===== src/rtl/mips_dp_pkg.sv =====
// Shared decode-stage datapath constants and types.
// Consumed by mips_regfile and mips_regfile_addr_unit.
package mips_dp_pkg;

  localparam int DW         = 32;
  localparam int AW         = 5;
  localparam int NREG       = 32;
  localparam int PC_HI_BITS = 4;
  localparam int IMM_SHIFT  = 2;

  localparam logic [AW-1:0] REG_ZERO = 5'd0;

  typedef logic [DW-1:0] word_t;
  typedef logic [AW-1:0] raddr_t;

  typedef struct packed {
    logic   rd;
    logic   wr;
    raddr_t a;
    raddr_t b;
    raddr_t wra;
    word_t  di;
  } rf_req_t;

  function automatic logic wr_live(input rf_req_t r);
    return r.wr && (r.wra != REG_ZERO);
  endfunction

endpackage


===== src/rtl/mips_regfile.sv =====
// 32x32 register file: async-clear storage, one write port, two registered reads.
// RF_BYPASS_EN selects write-first forwarding on same-edge read/write hits.
module mips_regfile
  import mips_dp_pkg::*;
#(
  parameter int DW   = mips_dp_pkg::DW,
  parameter int AW   = mips_dp_pkg::AW,
  parameter int NREG = mips_dp_pkg::NREG
) (
  input  logic          clk_i,
  input  logic          rst_ni,
  input  rf_req_t       req_i,
  output logic [DW-1:0] doa_o,
  output logic [DW-1:0] dob_o
);

  logic [DW-1:0] rf_q [NREG];
  logic [DW-1:0] doa_q, dob_q;
  logic [DW-1:0] doa_d, dob_d;
  logic          we;

  assign we = wr_live(req_i);

`ifdef RF_BYPASS_EN
  logic fwd_a, fwd_b;

  // r0 never forwards because we already excludes it
  assign fwd_a = we && (req_i.a == req_i.wra);
  assign fwd_b = we && (req_i.b == req_i.wra);

  always_comb begin
    doa_d = fwd_a ? req_i.di : rf_q[req_i.a];
    dob_d = fwd_b ? req_i.di : rf_q[req_i.b];
  end
`else
  always_comb begin
    doa_d = rf_q[req_i.a];
    dob_d = rf_q[req_i.b];
  end
`endif

  always_ff @(posedge clk_i or negedge rst_ni) begin
    if (!rst_ni) begin
      for (int i = 0; i < NREG; i++) begin
        rf_q[i] <= '0;
      end
      doa_q <= '0;
      dob_q <= '0;
    end else begin
      if (we) begin
        rf_q[req_i.wra] <= req_i.di;
      end
      if (req_i.rd) begin
        doa_q <= doa_d;
        dob_q <= dob_d;
      end
    end
  end

  assign doa_o = doa_q;
  assign dob_o = dob_q;

endmodule


===== src/rtl/mips_regfile_addr_unit.sv =====
// Decode-stage block: register file plus jump-target and branch-offset helpers.
// Optional macro RF_BYPASS_EN enables write-first read forwarding.
module mips_regfile_addr_unit
  import mips_dp_pkg::*;
#(
  parameter int DW   = mips_dp_pkg::DW,
  parameter int AW   = mips_dp_pkg::AW,
  parameter int NREG = mips_dp_pkg::NREG
) (
  input  logic          clk,
  input  logic          reset,
  input  logic [AW-1:0] dir_a,
  input  logic [AW-1:0] dir_b,
  input  logic [AW-1:0] dir_wra,
  input  logic [DW-1:0] di,
  input  logic          reg_rd,
  input  logic          reg_wr,
  output logic [DW-1:0] doa,
  output logic [DW-1:0] dob,
  input  logic [31:0]   pc,
  input  logic [27:0]   output_jump,
  output logic [31:0]   output_concat,
  input  logic [31:0]   immediate,
  output logic [31:0]   output_imm
);

  rf_req_t req;

  always_comb begin
    req     = '0;
    req.rd  = reg_rd;
    req.wr  = reg_wr;
    req.a   = dir_a;
    req.b   = dir_b;
    req.wra = dir_wra;
    req.di  = di;
  end

  mips_regfile #(
    .DW   (DW),
    .AW   (AW),
    .NREG (NREG)
  ) u_rf (
    .clk_i  (clk),
    .rst_ni (reset),
    .req_i  (req),
    .doa_o  (doa),
    .dob_o  (dob)
  );

  // Jump keeps the PC region; branch offset drops the top two immediate bits
  assign output_concat = {pc[31 -: PC_HI_BITS], output_jump};
  assign output_imm    = {immediate[31-IMM_SHIFT:0], {IMM_SHIFT{1'b0}}};

endmodule


===== config.mk =====
export PLATFORM = sky130hd
export DESIGN_NAME = mips_regfile_addr_unit
export DESIGN_NICKNAME = d
export VERILOG_FILES = /design/src/rtl/mips_dp_pkg.sv /design/src/rtl/mips_regfile.sv /design/src/rtl/mips_regfile_addr_unit.sv
export SDC_FILE = /design/constraint.sdc
export NUM_CORES = 2
export LEC_CHECK = 0
export CAP_MARGIN = 15
export CORE_UTILIZATION = 40
export CTS_BUF_LIST = sky130_fd_sc_hd__clkbuf_16
export CTS_CLUSTER_SIZE = 30
export DETAILED_ROUTE_END_ITERATION = 8
export GPL_TIMING_DRIVEN = 0
export PLACE_DENSITY = 0.59
export REMOVE_ABC_BUFFERS = 1
export SLEW_MARGIN = 10
export SYNTH_ARGS = -nofsm -noshare
export SYNTH_HDL_FRONTEND = slang
export SYNTH_SLANG_ARGS = --single-unit

===== constraint.sdc =====
create_clock -name clk -period 1.5 [get_ports clk]
set_clock_uncertainty 0.15 [all_clocks]
set_input_delay 0.3 -clock clk [delete_from_list [all_inputs] [get_ports clk]]
set_output_delay 0.3 -clock clk [all_outputs]
set_load 0.01 [all_outputs]

* Yosys cells after proc, flatten, opt, wreduce, memory -nomap -nowiden
Cells that the tools add are included.
Widths: inputs -> output; s select.
** Operators by class
- $lt $le $gt $ge :: 4
- Multiplexer cells :: 9
- Bitwise logic cells :: 3
- Reductions and logical operators :: 3
** Operators with widths (number)
- $bwmux 1024 :: 1
- $bmux 32 s5 :: 2
- $demux 32 s5 :: 1
- $mux 32 :: 5
- $ge 6x6->1 const B :: 3
- $not 5->6 :: 3
- $lt 6x1->1 const B :: 1
- $reduce_bool 5->1 :: 1
- $logic_and 1x1->1 :: 2
** Storage, ports and cells
- Bits in registers :: 1088
- Bits of input ports :: 143
- Output and inout bits :: 128
- Word-level logic and storage cells :: 53

* Logic depth before layout (Yosys ltp)
- Depth after elaboration :: 6
- Depth in mapped cells :: 8
- Mapped depth without buffers :: 5

* Modules after synthesis
Synthesis repeated with hierarchy kept, for this count alone.
** Unflattened totals
- Cell total of the unflattened synthesis :: 4617
- Area, all modules :: 57989.4 sq um
** By module, submodules not included
- mips_regfile :: times used 1, cells each 4552, area each 57505.2 sq um, sequential area each 27226.1 sq um
- mips_regfile_addr_unit :: times used 1, cells each 65, area each 484.2 sq um, sequential area each 0.0 sq um

* Worst setup path before layout
OpenSTA, ideal clock, no wires.
- Kind :: input to register
- Start point :: in dir_wra[1]
- End point :: reg u_rf.rf_q[629] in the netlist's numbering
- Library setup time :: 0.125 ns
- Arrival :: 1.600 ns
- Data required time :: 1.225 ns
- Setup slack :: -0.375 ns
- Stages on the path :: 4
- Path buffers :: 1
- Path through :: or3b_2 nor2_4 buf_4 mux2_2
** On the way
- Cells in the longest elaborated chain, start to end :: 6
- Elaborated cells between the ends (all ways) :: 9
- Classes of those cells :: order compare: 2; mux: 3; bitwise: 1; reduce/logical: 3
** Ends and longest elaborated chain
- start: declaration :: RTL line mips_regfile_addr_unit.sv:14 : input logic [AW-1:0] dir_wra,
- $not 5->6 (implied by the code) :: RTL line mips_regfile.sv:51 : rf_q[req_i.wra] <= req_i.di;
- $ge 6x6->1 (implied by the code) / $lt 6x1->1 (equally long branches) :: RTL line mips_regfile.sv:51
- $logic_and 1x1->1 (implied by the code) :: RTL line mips_regfile.sv:51
- $mux 32 (implied by the code) :: RTL line mips_regfile.sv:51
- $demux 32 s5 :: RTL line mips_regfile.sv:51
- $bwmux 1024 :: RTL line mips_regfile.sv:51
- end signal: indexed assignment :: RTL line mips_regfile.sv:51
- end: declaration :: RTL line mips_regfile.sv:17 : logic [DW-1:0] rf_q [NREG];
Several ways; a longest one is shown, not always the timed one.
A chain may end at the register's enable or synchronous reset.

* Worst setup path after layout
- Start point :: reg u_rf.dob_q[22] (netlist: u_rf.dob_o[22])
- End point :: out dob[22]
** RTL lines
- start: declaration :: RTL line mips_regfile.sv:18 : logic [DW-1:0] doa_q, dob_q;
- start signal: assignment :: RTL line mips_regfile.sv:55 : dob_q <= dob_d;
- end: declaration :: RTL line mips_regfile_addr_unit.sv:19 : output logic [DW-1:0] dob,
No word-level cell between the ends.

==> impl_metrics.tcl <==
set metrics [dict create \
    cts_buffers 130 \
    cp.depth 1 \
    die_area_um2 147200 \
    endpoint_kind "primary output" \
    clk_pin_slew_ns 0.06 \
    synthDistinctLibCells 27 \
    cts_root_buf "clkbuf_16" \
    slew_violations 0 \
    crit_path_max_incr_delay_ns 0.47 \
    cts-htree-levels 4 \
    grt_pass1_wl_mm 309.7 \
    drtAntennaViolNets 0 \
    hold_ws_ns -0.6289 \
    rsz0062_at_grt "true" \
    hold_class "primary input to async pin" \
    status "complete, but fails checks" \
    fin_crit_ns 1.837 \
    yosys_warnings 0 \
    io_pins 271 \
    firstDrtPassIters 9 \
    syn2layout_area_growth_pct 23.55 \
    nFillCells 12220 \
    track_usage_pct 29.16 \
    cp-start-kind "flip-flop" \
    peakVddDrop_mv 0.9170 \
    finalCritPeriodShare_pct 122.5 \
    seqPwrFrac_pct 44.4 \
    grt_max_degree 158 \
    comb_power_share_pct 22.3 \
    hold_viol 348 \
    cts_tree "yes" \
    r2r_start "u_rf.rf_q[80]" \
    cap_violations 0 \
    p_leak_nw 32.89 \
    wirelength_mm 223.4 \
    crit_arrival_ns 1.39 \
    synth_seq_area_share_pct 46.74 \
    hpwl_mm 113.2 \
    clk_latency_ns 0.77 \
    die_w_um 383.6 \
    ys_seq_elements 1088 \
    switching_share_pct 29.59 \
    nets 4840 \
    crit_chain "buf_6" \
    violations "design-rule violations, negative hold slack, negative setup slack" \
    place_area_um2 62070 \
    internal-power_mw 62.08 \
    drc 18 \
    globalplace.congestion 0.7234 \
    grt-ovfl-total 0 \
    route.detailed.wl_per_inst_um 33.39 \
    avgSynthCellArea_um2 12.64 \
    clkPwrFrac_pct 33.3 \
    drive_gt1_share_pct 42.03 \
    worst_slew_pin_slew_ns 1.224 \
    dr.first_iter.drc_count 4340 \
    setup_ws_ns -0.3374 \
    fmax_mhz 544.3 \
    die_y_um 383.6 \
    grt_pass1_vias 42400 \
    p_sw_mw 26.08 \
    via_per_inst 6.334 \
    pre_cts_slack_ns -2.776 \
    critical_path_class "flip-flop to primary output" \
    ff2ff_setup_slack_ns -0.25 \
    critPathTopFamily "flip-flops" \
    reg2reg_to "u_rf.dob_o[16]" \
    vias 42380 \
    relSlewSlack_pct 18.28 \
    clock_sinks 1088 \
    fp.coreArea_um2 144000 \
    critPathMaxFanout 2 \
    setup_viol 121 \
    start_util_pct 40.45 \
    design_area_um2 71970 \
    cellPowerDensity_nw_per_um2 1225 \
    synthCells 4609 \
    port_buffers 114 \
    required_ns 1.05 \
    antenna_found_initial 5 \
    clk_path_buf_depth 3 \
    synth_area_um2 58250 \
    worst-path-buf-inv 1 \
    rr_worst_depth 5 \
    critPathSlowestCell "dfrtp_2" \
    std_cell_rows 139 \
]
[cell usage after synthesis (all sizes together)]
library cell / count / area share [%]
nor3b: 4 / 0.052
nand2: 18 / 0.12
nand3: 2 / 0.017
and2: 2 / 0.021
conb: 1 / 0.0064
and3: 1 / 0.011
or3b: 1 / 0.015
dfrtp: 1088 / 47
mux2: 1056 / 20
nor3: 1 / 0.0086
nand2b: 4 / 0.043
nor4: 64 / 0.69
nand3b: 4 / 0.052
mux2i: 1024 / 18
buf: 317 / 3.7
or2: 3 / 0.032
nor2: 19 / 0.17
and3b: 1 / 0.015
nor2b: 4 / 0.043
a21oi: 256 / 2.2
clkbuf: 227 / 1.5
a22oi: 512 / 6.6
[registers in the layout, summed over array words and instances (netlist names)]
name        flops
u_rf.doa_o     32
u_rf.dob_o     32
u_rf.rf_q    1024
[layer usage]
layer  routed length (um)  vias to the layer above  global-route usage [%]
met4                10150                       10                   12.40
met1                95250                    22340                   39.87
met3                18870                      553                   6.844
li1                     -                    17420                       -
met2                98900                     2048                   44.00
met5                  190                        -                  0.9747
[area by class of cell]
type	instances	area, um2	area share, %
flip-flops and latches	1088	27230	37.84
clock buffers	135	3378	4.694
well taps	1903	2381	3.308
clock inverters	85	439.2	0.6102
diodes	2	5.005	0.006954
multi-input cells	2980	30320	42.13
repair buffers	497	8213	11.41
[worst max path at each step]
stage	start	to	slack (ns)
floorplan	dir_b[1]	u_rf.dob_o[9]	-4.20
global placement	reset	u_rf.doa_o[13]	-50.99
detailed placement	dir_b[0]	u_rf.dob_o[1]	-2.78
CTS	u_rf.dob_o[12]	dob[12]	-0.36
global route	u_rf.dob_o[22]	dob[22]	-0.35
finish	u_rf.dob_o[22]	dob[22]	-0.34
[placed cells by master, fill, tap and decap left out, types with 50 or more instances in the layout]
cell type	instances
mux2_4	50
mux2i_1	1023
buf_4	143
a21oi_2	149
clkbuf_16	155
mux2_2	997
buf_12	75
a22oi_2	72
a21oi_1	106
dfrtp_1	1084
a22oi_1	440
buf_16	120
[through the flow]
| stage | TNS (ns) | cells | util (%) | power (mW) | hold slack (ns) |
|---|---|---|---|---|---|
| floorplan | -1022.29 | 4066 | - | 49.31 | -0.1456 |
| global placement | - | 6083 | 40.81 | 56.66 | 0.2336 |
| detailed placement | -2135.82 | 6207 | 43.10 | 55.88 | 0.1764 |
| CTS | -45.23 | 6637 | 48.98 | 87.16 | -0.6305 |
| global route | -24.97 | 6688 | 49.97 | 91.74 | -0.5793 |
| finish | -20.51 | 6690 | 49.98 | 88.16 | -0.6289 |
[logic make-up (layout without fill, tap and decap cells)]
group,Yosys count,count (layout),synth area share [%]
buffers and inverters,544,717,5.159
multiplexers,2080,2080,38.01
flip-flops,1088,1088,46.74
AND/OR/NAND/NOR,128,130,1.287
other,1,4,0.006438
AO/OA/AOI/OAI,768,768,8.798
[power by group through the flow]
stage	clock network [mW]	registers [mW]	logic (mW)
after global placement	0	39.2	17.5
after global routing	31.0	39.8	21.0
after CTS	29.8	38.8	18.6
after floorplan	0	38.4	10.9
final	29.4	39.1	19.6
after detailed placement	0	39.3	16.6
[repair_timing]
item                                    4_1_cts  5_1_grt
endpoints found under the setup margin     1393      975
hold endpoints to repair                    210      116
setup buffers                               144       34
gates cloned                                 67       20
resized for setup                           658      177
pin swaps                                   189      187
Note: power is estimated with default switching activity, not from simulation.
